### config.mk
export PLATFORM = sky130hd
export DESIGN_NAME = game_round_controller
export DESIGN_NICKNAME = d
export VERILOG_FILES = /design/src/rtl/game_ctrl_pkg.sv /design/src/rtl/game_tick_prescaler.sv /design/src/rtl/game_round_controller.sv
export SDC_FILE = /design/constraint.sdc
export NUM_CORES = 1
export LEC_CHECK = 0
export ABC_CLOCK_PERIOD_IN_PS = 3200
export BUFFER_PORTS_ARGS = -buffer_cell sky130_fd_sc_hd__clkbuf_2
export CAP_MARGIN = 20
export CORE_ASPECT_RATIO = 2
export CORE_MARGIN = 2
export CORE_UTILIZATION = 50
export CTS_BUF_LIST = sky130_fd_sc_hd__clkbuf_8
export CTS_CLUSTER_SIZE = 28
export DETAILED_ROUTE_END_ITERATION = 6
export PLACE_DENSITY = 0.71
export REMOVE_ABC_BUFFERS = 1
export SLEW_MARGIN = 20
export SYNTH_ARGS = -nofsm -noshare
export SYNTH_HDL_FRONTEND = slang
export SYNTH_SLANG_ARGS = --single-unit
### constraint.sdc
create_clock -name clock -period 3.2 [get_ports clock]
set_input_delay 0.64 -clock clock [delete_from_list [all_inputs] [get_ports clock]]
set_output_delay 0.64 -clock clock [all_outputs]
set_load 0.01 [all_outputs]
### src/rtl/game_ctrl_pkg.sv
// Shared phase encoding, field widths and tick arithmetic for the round controller.
// Optional feature: GAME_ROUND_CONTROLLER_HIGH_SCORE_EN (see game_round_controller).
package game_ctrl_pkg;

    localparam int LEVEL_W = 3;
    localparam int LIVES_W = 2;
    localparam logic [LEVEL_W-1:0] LEVEL_MAX = '1;

    typedef enum logic [2:0] {
        IDLE  = 3'd0,
        ARMED = 3'd1,
        PLAY  = 3'd2,
        WIN   = 3'd3,
        LOSS  = 3'd4,
        OVER  = 3'd5
    } phase_t;

    function automatic int sub_cycles(input int clk_mhz, input int tick_hz);
        int s;
        s = (clk_mhz * 1000000) / (tick_hz * 8);
        return (s < 1) ? 1 : s;
    endfunction

endpackage

### src/rtl/game_tick_prescaler.sv
// Subtick / base_tick generator with a level-dependent divider gating game_tick.
// clear realigns all counters so the first game_tick lands a fixed time after round_start.
module game_tick_prescaler
    import game_ctrl_pkg::*;
#(
    parameter int SUB = 4
) (
    input  logic               clock,
    input  logic               reset_n,
    input  logic               clear,
    input  logic               play,
    input  logic [LEVEL_W-1:0] level,
    output logic               game_tick,
    output logic               base_tick
);

    localparam int SW = (SUB > 1) ? $clog2(SUB) : 1;
    localparam logic [SW-1:0] SUB_LAST = SW'(SUB - 1);

    logic [SW-1:0] sub_cnt;
    logic [2:0]    div_cnt;
    logic [2:0]    base_cnt;
    logic [2:0]    div_last;
    logic          subtick;
    logic          div_wrap;

    assign subtick   = (sub_cnt == SUB_LAST);
    assign div_last  = 3'd7 - level;
    // >= keeps the divider bounded if level rises between rounds
    assign div_wrap  = (div_cnt >= div_last);
    assign game_tick = play & subtick & div_wrap;
    assign base_tick = subtick & (base_cnt == 3'd7);

    always_ff @(posedge clock or negedge reset_n) begin
        if (!reset_n) begin
            sub_cnt  <= '0;
            div_cnt  <= '0;
            base_cnt <= '0;
        end else if (clear) begin
            sub_cnt  <= '0;
            div_cnt  <= '0;
            base_cnt <= '0;
        end else if (subtick) begin
            sub_cnt  <= '0;
            div_cnt  <= div_wrap ? 3'd0 : div_cnt + 3'd1;
            base_cnt <= base_cnt + 3'd1;
        end else begin
            sub_cnt  <= sub_cnt + SW'(1);
        end
    end

endmodule

### src/rtl/game_round_controller.sv
// Round sequencer for the LCD shooter: start sync, round FSM, score/lives/level.
// Define GAME_ROUND_CONTROLLER_HIGH_SCORE_EN to keep a best-score register.
module game_round_controller
    import game_ctrl_pkg::*;
#(
    parameter int CLK_MHZ          = 27,
    parameter int TICK_HZ_BASE     = 50,
    parameter int LIVES            = 3,
    parameter int ROUNDS_PER_LEVEL = 4,
    parameter int RESULT_TICKS     = 100,
    parameter int W_SCORE          = 16
) (
    input  logic               clock,
    input  logic               reset_n,
    input  logic               start_key,
    input  logic               round_won,
    input  logic               round_lost,
    output logic               game_tick,
    output logic               round_start,
    output logic [2:0]         phase,
    output logic [LEVEL_W-1:0] level,
    output logic [LIVES_W-1:0] lives,
    output logic [W_SCORE-1:0] score,
    output logic               game_over,
    output logic [W_SCORE-1:0] high_score
);

    localparam int SUB     = sub_cycles(CLK_MHZ, TICK_HZ_BASE);
    localparam int RT_INIT = (RESULT_TICKS < 1) ? 1 : RESULT_TICKS;
    localparam int RT_W    = $clog2(RT_INIT + 1);
    localparam int WC_W    = $clog2(ROUNDS_PER_LEVEL + 1);
    localparam int SUM_W   = W_SCORE + 1;

    phase_t            state;
    logic              key_s1, key_s2, key_s3, start_edge;
    logic [WC_W-1:0]   won_cnt, won_inc;
    logic [RT_W-1:0]   timer;
    logic              base_tick;
    logic              level_up;
    logic              result_done;
    logic              enter_over;
    logic [SUM_W-1:0]  score_sum;
    logic [W_SCORE-1:0] score_win;

    assign phase       = state;
    assign won_inc     = won_cnt + WC_W'(1);
    assign level_up    = (won_inc == WC_W'(ROUNDS_PER_LEVEL));
    assign result_done = base_tick && (timer == RT_W'(1));
    assign enter_over  = (state == LOSS) && result_done && (lives == '0);
    assign score_sum   = {1'b0, score} + SUM_W'(level) + SUM_W'(1);
    assign score_win   = score_sum[W_SCORE] ? '1 : score_sum[W_SCORE-1:0];

    // start_edge is registered: the press reaches the FSM 3 cycles after the pin
    always_ff @(posedge clock or negedge reset_n) begin
        if (!reset_n) begin
            key_s1     <= 1'b0;
            key_s2     <= 1'b0;
            key_s3     <= 1'b0;
            start_edge <= 1'b0;
        end else begin
            key_s1     <= start_key;
            key_s2     <= key_s1;
            key_s3     <= key_s2;
            start_edge <= key_s2 & ~key_s3;
        end
    end

    game_tick_prescaler #(
        .SUB(SUB)
    ) u_prescaler (
        .clock     (clock),
        .reset_n   (reset_n),
        .clear     (round_start),
        .play      (state == PLAY),
        .level     (level),
        .game_tick (game_tick),
        .base_tick (base_tick)
    );

    always_ff @(posedge clock or negedge reset_n) begin
        if (!reset_n) begin
            state       <= IDLE;
            round_start <= 1'b0;
            game_over   <= 1'b0;
            level       <= '0;
            lives       <= '0;
            score       <= '0;
            won_cnt     <= '0;
            timer       <= '0;
        end else begin
            round_start <= 1'b0;
            unique case (state)
                IDLE, OVER: begin
                    if (start_edge) begin
                        score       <= '0;
                        lives       <= LIVES_W'(LIVES);
                        level       <= '0;
                        won_cnt     <= '0;
                        game_over   <= 1'b0;
                        round_start <= 1'b1;
                        state       <= ARMED;
                    end
                end
                ARMED: state <= PLAY;
                PLAY: begin
                    if (round_lost) begin
                        if (lives != '0) lives <= lives - LIVES_W'(1);
                        timer <= RT_W'(RT_INIT);
                        state <= LOSS;
                    end else if (round_won) begin
                        score   <= score_win;
                        won_cnt <= level_up ? '0 : won_inc;
                        if (level_up && level != LEVEL_MAX)
                            level <= level + LEVEL_W'(1);
                        timer <= RT_W'(RT_INIT);
                        state <= WIN;
                    end
                end
                WIN, LOSS: begin
                    if (base_tick) timer <= timer - RT_W'(1);
                    if (enter_over) begin
                        game_over <= 1'b1;
                        state     <= OVER;
                    end else if (result_done) begin
                        round_start <= 1'b1;
                        state       <= ARMED;
                    end
                end
                default: state <= IDLE;
            endcase
        end
    end

`ifdef GAME_ROUND_CONTROLLER_HIGH_SCORE_EN
    always_ff @(posedge clock or negedge reset_n) begin
        if (!reset_n)
            high_score <= '0;
        else if (enter_over && score > high_score)
            high_score <= score;
    end
`else
    assign high_score = '0;
`endif

endmodule

==> metrics.txt, run 1 <==
run status complete, no violations; relative slew slack 0.438; RR Startpoint level[0]; io pins 48; final setup margin 0.527 ns; count leader, synth dfrtp_1; Critical Path Sink score[5]; Vias/cell around 5.7; Antenna Cells 0; Worst path top cell family by delay simple AND/OR/NAND/NOR gates; number of synthesized flops with an enable pin 0; Fin Setup TNS 0 ns; CP max FO 14; die width 64.1 µm; Layout area overhead 9.34%; async set or reset register ratio after synthesis 1.00; initial antenna violation count 0; CTS Hold Buffers Added 0; die height approximately 120 µm; hpwl dp 5580 µm; antenna viol nets, final 0; Post-synth top cells dfrtp_1 (63), nand2_1 (32), o21ai_0 (29); P_leak ~1.9 nW; R2R cell count 8; crit path DAT 2.93 ns; post_cts resized 0; final WL 7610 µm; core footprint 6990 µm²; CP Buf/Inv Count 1; FF+latch count, synth 63; kind of critical path reg -> reg; CTS tree yes; pwr/cell area 580 nW/µm²; Syn Area/Cell between 9 and 10 µm²; clock sink count 63; distinct cell type count after synthesis between 50 and 60; Slew Viols, Final 0; clk root buf clkbuf_8; CTS Buf Count 9; GRT Total Usage 0.207; Critical Path Source level[0]; hold crit path type reg -> reg; WP data required about 3.5 ns; sequential share of the synthesized area 0.436; # nets final 435; total setup buffers inserted after CTS 0; area of the multi-input gates approximately 1800 µm²; via count ~2,900; vias in the first global route ~2,900; Final Hold Fails 0; startpoint types register; drt first pass iters 4; initial core utilization 0.517; clk buf depth 2; Post-Synthesis Cell Area approximately 3600 µm²; Syn. warnings 0; FF-to-FF setup slack approximately 0.53 ns; adder-cell share of the synthesized area 0.0643; Clk Latency, worst-skew pair 0.34 ns; clock slew at the register clock pins of the worst setup and hold paths 0.06 ns; CP max-delay cell or3_1; global-route wire length before repair ~13,000 µm; Port Buf Inserts 31; CP max stage delay roughly 0.65 ns; global route overflow 0; Finish-stage setup viols 0; share of layout cells above drive strength 1 0.137; Final min period 2.67 ns; Worst-Margin Slew ~0.84 ns; wire per inst between 15 and 20 µm; RD Place Congestion between 0.7 and 0.8; Place WS 0.559 ns; max cap viols 0; FP Rows 43; Clock Skews about 0.0084 ns; Post-Synth Simple-Gate Area 0.210; Compound-Gate Fraction of Synth Area 0.159; Worst path depth 8; Final Cycle Share 0.835; Max Freq approximately 0.37 GHz; # DRC 0; XOR/XNOR Fraction of Synth Area 0.0581; multiplexer share of the synthesized area 0.00311; Mapped Cells 382; largest net degree at the start of global routing between 60 and 70; CP Capture Type register; largest family of logic cells by synthesized area simple AND/OR/NAND/NOR gates; R2R Path End score[5]; FF/Latch Area 1580 µm²; Iter 0 DRT Violations 126; CP cell instances inv_1, ha_1, fa_1, nor2b_1, o211ai_1, or3_1, a21boi_0, o21ai_0; CTS H-tree depth 3; Die ar. roughly 8000 µm²; RSZ-0062 raised after global routing no; prevailing post-synth register cell dfrtp_1; fillers roughly 660; cell taking the most area after synthesis dfrtp_1; share of the synthesized area in the top cell type 0.436; ranking of synthesized cells by area dfrtp_1 (44%), ha_1 (5.9%), o21ai_0 (4.0%); worst vdd ir ~0.00034 V
## cell type report
class,instances,area share
clock inverter,1,0.000949
tap,90,0.0285
clock buffer,13,0.0452
sequential,63,0.399
timing repair buffer,34,0.0449
multi-input combinational,289,0.468
inverter,15,0.0142
## power by group
group,total (mW),internal (mW),switching [mW]
combinational,0.611,0.248,0.363
clock,0.643,0.355,0.288
sequential,1.04,0.897,0.143
total,2.29,1.50,0.794
## layer usage
metal | part of all wire | wire (µm) | vias to the layer above | global-route usage
met5 | 0 | 0 | - | 0
li1 | - | - | 1383 | -
met2 | 0.56 | 4250 | 58 | 0.373
met4 | 0.026 | 197 | 0 | 0.103
met1 | 0.38 | 2910 | 1412 | 0.226
met3 | 0.033 | 248 | 18 | 0.0370
## flip-flops by register name, indices dropped and copies added, names as in the netlist, 2 cells and up
name                  count
u_prescaler.base_cnt      3
won_cnt                   3
u_prescaler.sub_cnt      17
level                     3
score                    16
lives                     2
timer                     7
phase                     3
u_prescaler.div_cnt       3
## through the flow
stage	std cells	instance area [µm²]	power (mW)	utilization	hold WS [ns]
after floorplan	367	3480	1.46	-	0.331
after global placement	491	3770	1.65	0.539	0.336
after detailed placement	491	3770	1.68	0.539	0.340
after CTS	505	3960	2.32	0.565	0.355
after global routing	505	3960	2.45	0.565	0.356
final	505	3960	2.29	0.565	0.351
## worst min path at each step
stage,start,end,slack [ns],cells past startpoint
floorplan,key_s1,key_s2,0.33,0
finish,key_s1,key_s2,0.35,0
global route,key_s1,key_s2,0.36,0
detailed placement,key_s1,key_s2,0.34,0
CTS,key_s1,key_s2,0.35,0
global placement,key_s1,key_s2,0.34,0
## worst reg2reg max path, delay by kind of cell (launching register included)
family | cells | cell delay [ns]
AND/OR/NAND/NOR | 2 | 0.88
adder cells (fa/ha/maj) | 2 | 0.62
AO/OA/AOI/OAI | 3 | 0.62
flip-flops | 1 | 0.40
buffers and inverters | 1 | 0.08
## cell families after synthesis
logic type	after synthesis
AO/OA/AOI/OAI	92
XOR/XNOR	24
adder cells (fa/ha/maj)	18
buffers and inverters	45
flip-flops	63
multiplexers	1
other	1
AND/OR/NAND/NOR	138
## cell usage in the layout (no fill, tap or decap), types with 2 or more instances in the layout
cell type / netlist / routed
nand4_1: 5 / 5
clkbuf_8: 0 / 13
and3_1: 6 / 6
and4_1: 2 / 2
o211ai_1: 2 / 2
buf_4: 16 / 3
clkbuf_2: 1 / 31
a31oi_1: 8 / 8
and2_1: 3 / 3
a21oi_1: 19 / 19
a22o_1: 5 / 5
inv_1: 15 / 16
nand2b_1: 5 / 5
o21a_1: 6 / 6
dfrtp_1: 63 / 63
xor2_1: 10 / 10
a22oi_1: 2 / 2
xnor2_1: 14 / 14
o31a_1: 3 / 3
nand3_1: 18 / 18
a21o_1: 7 / 7
or3_1: 6 / 6
conb_1: 1 / 16
nor2_1: 28 / 28
a211oi_1: 2 / 2
and3_2: 2 / 2
nor4b_1: 2 / 2
o21ai_0: 29 / 29
ha_1: 17 / 17
nor3_1: 7 / 7
nor4_1: 6 / 6
nand2_1: 32 / 32
nor2b_1: 6 / 6
Power figures use the tool's default switching activity.
==> inputs of run 2 (changes only) <==
--- a/config.mk
+++ b/config.mk
@@ -5,7 +5,7 @@
 export SDC_FILE = /design/constraint.sdc
 export NUM_CORES = 1
 export LEC_CHECK = 0
-export ABC_CLOCK_PERIOD_IN_PS = 3200
+export ABC_CLOCK_PERIOD_IN_PS = 2700
 export BUFFER_PORTS_ARGS = -buffer_cell sky130_fd_sc_hd__clkbuf_2
 export CAP_MARGIN = 20
 export CORE_ASPECT_RATIO = 2
==> constraint.sdc (replaced) <==
create_clock -name clock -period 2.7 [get_ports clock]
set_input_delay 0.54 -clock clock [delete_from_list [all_inputs] [get_ports clock]]
set_output_delay 0.54 -clock clock [all_outputs]
set_load 0.01 [all_outputs]
==> run 2 against run 1 <==
Effect of this change: critical path depth decreased by 1; highest routed layer unchanged; global-route usage grew 0.46 points; clock skew rose by 0.0024 ns; total power increased by 29%; register-to-register slack lost 0.33 ns; utilization increased by 1.2 points; final cell count grew 0.99%; combinational power rose by 22%; non-clock buffer count rose by 3.
==> metrics.txt, run 2 (synthesized netlist as in run 1, its figures left out) <==
run status complete, no violations; switching portion of total power 0.329 (-0.0168); CTS H-tree depth 3 (unchanged); combinational share of power 0.252 (-0.014); commonest non-fill, non-tap cells in the layout dfrtp_1 (63), nand2_1 (32), clkbuf_2 (31), o21ai_0 (29), nor2_1 (27); Final Cycle Share 0.938; vias in the first global route 2,810 (-3.5%); global route overflow 0 (unchanged); core footprint 6990 µm² (unchanged); WP data required 2.16 ns (-1.30 ns); CP max stage delay 0.40 ns (-0.25 ns); Worst-Margin Slew 0.845 ns (+0.00209 ns); Clock Skews 0.0107 ns (+0.00235 ns); CTS tree yes; clk root buf clkbuf_8; die width 64.1 µm (unchanged); Port Buf Inserts 31 (unchanged); FF-to-FF setup slack 0.20 ns (-0.33 ns); Max Freq between 0.3 and 0.4 GHz; antenna viol nets, final 0 (unchanged); Antenna Cells 0 (unchanged); die height 124 µm (unchanged); Slew Viols, Final 0 (unchanged); CP cell instances inv_1, ha_1, nand2b_1, a21o_1, a21oi_1, nor4_1, clkbuf_2; GRT Total Usage 0.212 (+0.00462); Final Non-Filler Cells 510 (+0.99%); clock slew at the register clock pins of the worst setup and hold paths 0.07 ns (about the same); Finish-stage setup viols 0 (unchanged); relative slew slack 0.437 (-0.00139); via count 2,846 (-0.87%); clock sink count 63 (unchanged); switching power 0.972 mW (+22%); share of layout cells above drive strength 1 0.150 (+0.0127); largest net degree at the start of global routing 34 (-47%); Iter 0 DRT Violations 126 (unchanged); startpoint types register; clk buf depth 2 (unchanged); Sequential Power Share 0.416 (-0.038); RD Place Congestion 0.815 (+5.2%); pwr/cell area 730 nW/µm² (+26%); Final min period approximately 2.5 ns; P_leak 1.93 nW (+2.3%); top flop regs u_prescaler.sub_cnt: 17 flops, score: 16 flops, timer: 7 flops; commonest non-fill, non-tap cell in the layout dfrtp_1; Reg with most FFs u_prescaler.sub_cnt; # nets final 438 (+0.69%); global-route wire length before repair 13,200 µm (+0.74%); initial antenna violation count 0 (unchanged); crit path DAT 1.99 ns (-0.94 ns); Die ar. 7970 µm² (unchanged); max reg flops 17 (unchanged); Fin Setup TNS 0 ns (unchanged); worst vdd ir 0.000396 V (+16%); clock share of power 0.332 (+0.052); Final Hold Fails 0 (unchanged); post_cts resized 0 (unchanged); max cap viols 0 (unchanged); CTS Hold Buffers Added 0 (unchanged); total setup buffers inserted after CTS 0 (unchanged); drt first pass iters 4 (unchanged); final WL 7820 µm (+2.8%); kind of critical path reg -> out; area of the multi-input gates 1850 µm² (+0.14%); Placed Cells 494 (+0.61%); CP max-delay cell dfrtp_1; fillers 642 (-3.2%); initial core utilization 0.517 (unchanged); wire per inst 15.3 µm (+1.8%); CP Capture Type output port; CP max FO 4 (-10); Layout area overhead 11.7%; FF/Latch Area 1580 µm² (unchanged); io pins 48 (unchanged); FP Rows 43 (unchanged); Clk Latency, worst-skew pair 0.35 ns (about the same); internal power 1.98 mW (+32%); Vias/cell 5.58 (-1.8%); CTS Buf Count 9 (unchanged); RSZ-0062 raised after global routing no; hold crit path type in -> async; hpwl dp 5810 µm (+4.1%); # DRC 0 (unchanged)
run 2: cell types whose count changed in the layout (fill, tap and decap cells not counted):
cell | previous run | this run
nor2_2 | 0 | 1
nor2_1 | 28 | 27
bufinv_16 | 0 | 2
buf_4 | 3 | 6
run 2: through the flow:
| step | worst slack, ns | hold slack (ns) | util | total power, mW | cell area, µm² |
|---|---|---|---|---|---|
| finish | 0.169 | 0.287 | 0.578 | 2.95 | 4040 |
| global route | 0.0147 | 0.283 | 0.578 | 3.14 | 4040 |
| CTS | 0.139 | 0.276 | 0.577 | 2.98 | 4040 |
| detailed placement | 0.222 | 0.341 | 0.543 | 1.99 | 3790 |
| global placement | 0.327 | 0.336 | 0.543 | 1.96 | 3790 |
| floorplan | 0.317 | 0.244 | - | 1.73 | 3480 |
run 2: worst paths after layout:
kind                           start  depth (start not counted)                endpoint
max                         level[0]                          7               game_tick
min                          reset_n                          1                timer[3]
max reg2reg                 level[0]                          8                score[5]
min reg2reg                   key_s1                          0                  key_s2
max in group asynchronous    reset_n                          2  u_prescaler.div_cnt[2]
min in group clock         start_key                          1                  key_s1
run 2: power groups by stage:
stage          Clock, mW  Sequential (mW)  Combinational (mW)
4_1_cts            0.998             1.23               0.753
2_1_floorplan          0             1.24               0.489
5_1_grt             1.03             1.25               0.859
6_report           0.980             1.23               0.743
3_5_place_dp           0             1.24               0.747
3_3_place_gp           0             1.24               0.727
run 2: final cells by class:
class                      count  share of cell area
timing repair buffer          37              0.0496
clock inverter                 3              0.0158
multi-input combinational    289               0.458
inverter                      15              0.0139
tap                           90              0.0279
sequential                    63               0.390
clock buffer                  13              0.0443
run 2: routing by layer:
layer | GRT usage | share of wire | vias to the layer above
met4 | 0.0814 | 0.019 | 0
met1 | 0.233 | 0.38 | 1390
li1 | - | - | 1386
met3 | 0.0506 | 0.033 | 14
met2 | 0.382 | 0.56 | 56
met5 | 0 | 0 | -
run 2: worst max-delay path: cells and delay by family, from the launching register on:
family | cells | cell delay [ns]
buffers and inverters | 2 | 0.23
adder cells (fa/ha/maj) | 1 | 0.28
flip-flops | 1 | 0.40
AND/OR/NAND/NOR | 2 | 0.25
AO/OA/AOI/OAI | 2 | 0.49
==> inputs of run 3 (changes only) <==
--- a/config.mk
+++ b/config.mk
@@ -11,7 +11,6 @@
 export CORE_ASPECT_RATIO = 2
 export CORE_MARGIN = 2
 export CORE_UTILIZATION = 50
-export CTS_BUF_LIST = sky130_fd_sc_hd__clkbuf_8
 export CTS_CLUSTER_SIZE = 28
 export DETAILED_ROUTE_END_ITERATION = 6
 export PLACE_DENSITY = 0.71
==> run 3 against run 2 <==
Effect of this change: first-iteration DRC count increased by 4.8%; utilization increased by 1.4 points; largest cell class unchanged; critical path depth unchanged; combinational power about the same; largest power group is now the clock network; hold slack improved by 0.011 ns; setup slack got worse by 0.024 ns; global-route usage increased by 0.34 points; wire length increased by 1.5%; highest routed layer unchanged; clock-buffer cell count increased by 1; final cell count unchanged; clock skew decreased by 0.0060 ns.
==> metrics.txt, run 3 (synthesized netlist as in run 1, its figures left out) <==
run status complete, no violations; FP Rows 43 (unchanged); Sequential Power Share 0.375 (-0.041); relative slew slack 0.439 (+0.00224); CTS Buf Count 9 (unchanged); wire per inst 15.6 µm (+1.5%); CTS tree yes; combinational share of power 0.226 (-0.026); FF-to-FF setup slack 0.18 ns (-0.02 ns); share of layout cells above drive strength 1 0.150 (unchanged); Slew Viols, Final 0 (unchanged); R2R cell count 8 (unchanged); CP cell instances inv_1, ha_1, nand2b_1, a21o_1, a21oi_1, nor4_1, clkbuf_2; Reg with most FFs u_prescaler.sub_cnt; core footprint 6990 µm² (unchanged); Final min period 2.56 ns (+0.0245 ns); Vias/cell 5.56 (-0.32%); Worst path depth 7 (unchanged); Final Hold Fails 0 (unchanged); clock sink count 63 (unchanged); switching portion of total power 0.309 (-0.0205); CTS Hold Buffers Added 0 (unchanged); Layout area overhead 14.5%; Fin Setup TNS 0 ns (unchanged); top flop regs u_prescaler.sub_cnt: 17 flops, score: 16 flops, timer: 7 flops; Final Cycle Share 0.947 (+0.00907); final standard cell area without fillers 4140 µm² (+2.5%); Iter 0 DRT Violations 132 (+4.8%); Clk Latency, worst-skew pair 0.33 ns (-0.02 ns); Worst-Margin Slew 0.841 ns (-0.00337 ns); R2R Path End score[0]; vias in the first global route 2,816 (+0.21%); initial antenna violation count 0 (unchanged); initial core utilization 0.517 (unchanged); clock slew at the register clock pins of the worst setup and hold paths 0.05 ns (-0.02 ns); die width 64.1 µm (unchanged); commonest non-fill, non-tap cells in the layout dfrtp_1 (63), nand2_1 (32), clkbuf_2 (31), o21ai_0 (29), nor2_1 (27); CP max FO 4 (unchanged); final WL 7930 µm (+1.5%); crit path DAT 2.02 ns (+0.03 ns); clk buf depth 2 (unchanged); largest net degree at the start of global routing 34 (unchanged); die height 124 µm (unchanged); total setup buffers inserted after CTS 0 (unchanged); io pins 48 (unchanged); Clock Skews 0.00477 ns (-0.00596 ns); pwr/cell area 793 nW/µm² (+8.6%); commonest non-fill, non-tap cell in the layout dfrtp_1; global route overflow 0 (unchanged); placed inst area 3790 µm² (unchanged); worst vdd ir 0.000479 V (+21%); clock share of power 0.399 (+0.067); startpoint types register; clk root buf clkbuf_16; hpwl dp 5810 µm (unchanged); antenna viol nets, final 0 (unchanged); P_leak 1.98 nW (+2.2%); # nets final 438 (unchanged); Port Buf Inserts 31 (unchanged); drt first pass iters 4 (unchanged); switching power 1.01 mW (+4.5%); max cap viols 0 (unchanged); CP Buf/Inv Count 2 (unchanged); # DRC 0 (unchanged); post_cts resized 0 (unchanged); hold crit path type in -> async; CP max stage delay 0.39 ns (about the same); RSZ-0062 raised after global routing no; Critical Path Source level[0]; CTS H-tree depth 3 (unchanged); GRT Total Usage 0.215 (+0.00340); RR Startpoint level[0]; Max Freq 0.391 GHz (-0.96%); CP max-delay cell dfrtp_1; Finish-stage setup viols 0 (unchanged); Critical Path Sink game_tick; final core area utilization 0.592 (+0.0145); RD Place Congestion 0.815 (unchanged); Worst path top cell family by delay compound AO/OA/AOI/OAI gates; max reg flops 17 (unchanged); WP data required 2.16 ns (about the same); kind of critical path reg -> out; Die ar. 7970 µm² (unchanged); CP Capture Type output port; Antenna Cells 0 (unchanged); internal power 2.27 mW (+15%); via count 2,837 (-0.32%); global-route wire length before repair 13,300 µm (+0.83%)
[run 3: cell count changes in the layout (fill, tap and decap cells not counted), sizes merged]
cell	delta
clkbuf	+1
inv	-1
[run 3: power by group through the flow]
| stage | Combinational, mW | Sequential [mW] | Clock, mW |
|---|---|---|---|
| 2_1_floorplan | 0.489 | 1.24 | 0 |
| 3_3_place_gp | 0.727 | 1.24 | 0 |
| 3_5_place_dp | 0.747 | 1.24 | 0 |
| 4_1_cts | 0.753 | 1.23 | 1.34 |
| 5_1_grt | 0.860 | 1.25 | 1.37 |
| 6_report | 0.743 | 1.23 | 1.31 |
[run 3: area by class of cell]
type | instances | area (µm²)
Clock inverter | 2 | 60.1
Fill cell | 621 | 2850
Sequential cell | 63 | 1580
Timing Repair Buffer | 37 | 200
Multi-Input combinational cell | 289 | 1850
Inverter | 15 | 56.3
Tap cell | 90 | 113
Clock buffer | 14 | 284
[run 3: worst min-delay path by stage]
| stage | end | from |
|---|---|---|
| 5_1_grt | key_s1 | start_key |
| 6_report | timer[3] | reset_n |
| 4_1_cts | key_s1 | start_key |
| 2_1_floorplan | game_over | reset_n |
| 3_3_place_gp | key_s2 | key_s1 |
| 3_5_place_dp | key_s2 | key_s1 |
[run 3: per-layer routing]
metal  vias up  global-route usage  part of all wire
met5         -                   0                 0
met4         0              0.0889             0.020
met3        16              0.0506             0.029
met2        43               0.384              0.56
met1      1393               0.238              0.39
li1       1385                   -                 -
[run 3: stage by stage]
step / std cells / hold slack, ns / power, mW / setup WS (ns)
4_1_cts: 510 / 0.299 / 3.32 / 0.166
3_5_place_dp: 494 / 0.341 / 1.99 / 0.222
2_1_floorplan: 367 / 0.244 / 1.73 / 0.317
5_1_grt: 510 / 0.309 / 3.48 / 0.0252
6_report: 510 / 0.297 / 3.29 / 0.144
3_3_place_gp: 494 / 0.336 / 1.96 / 0.327
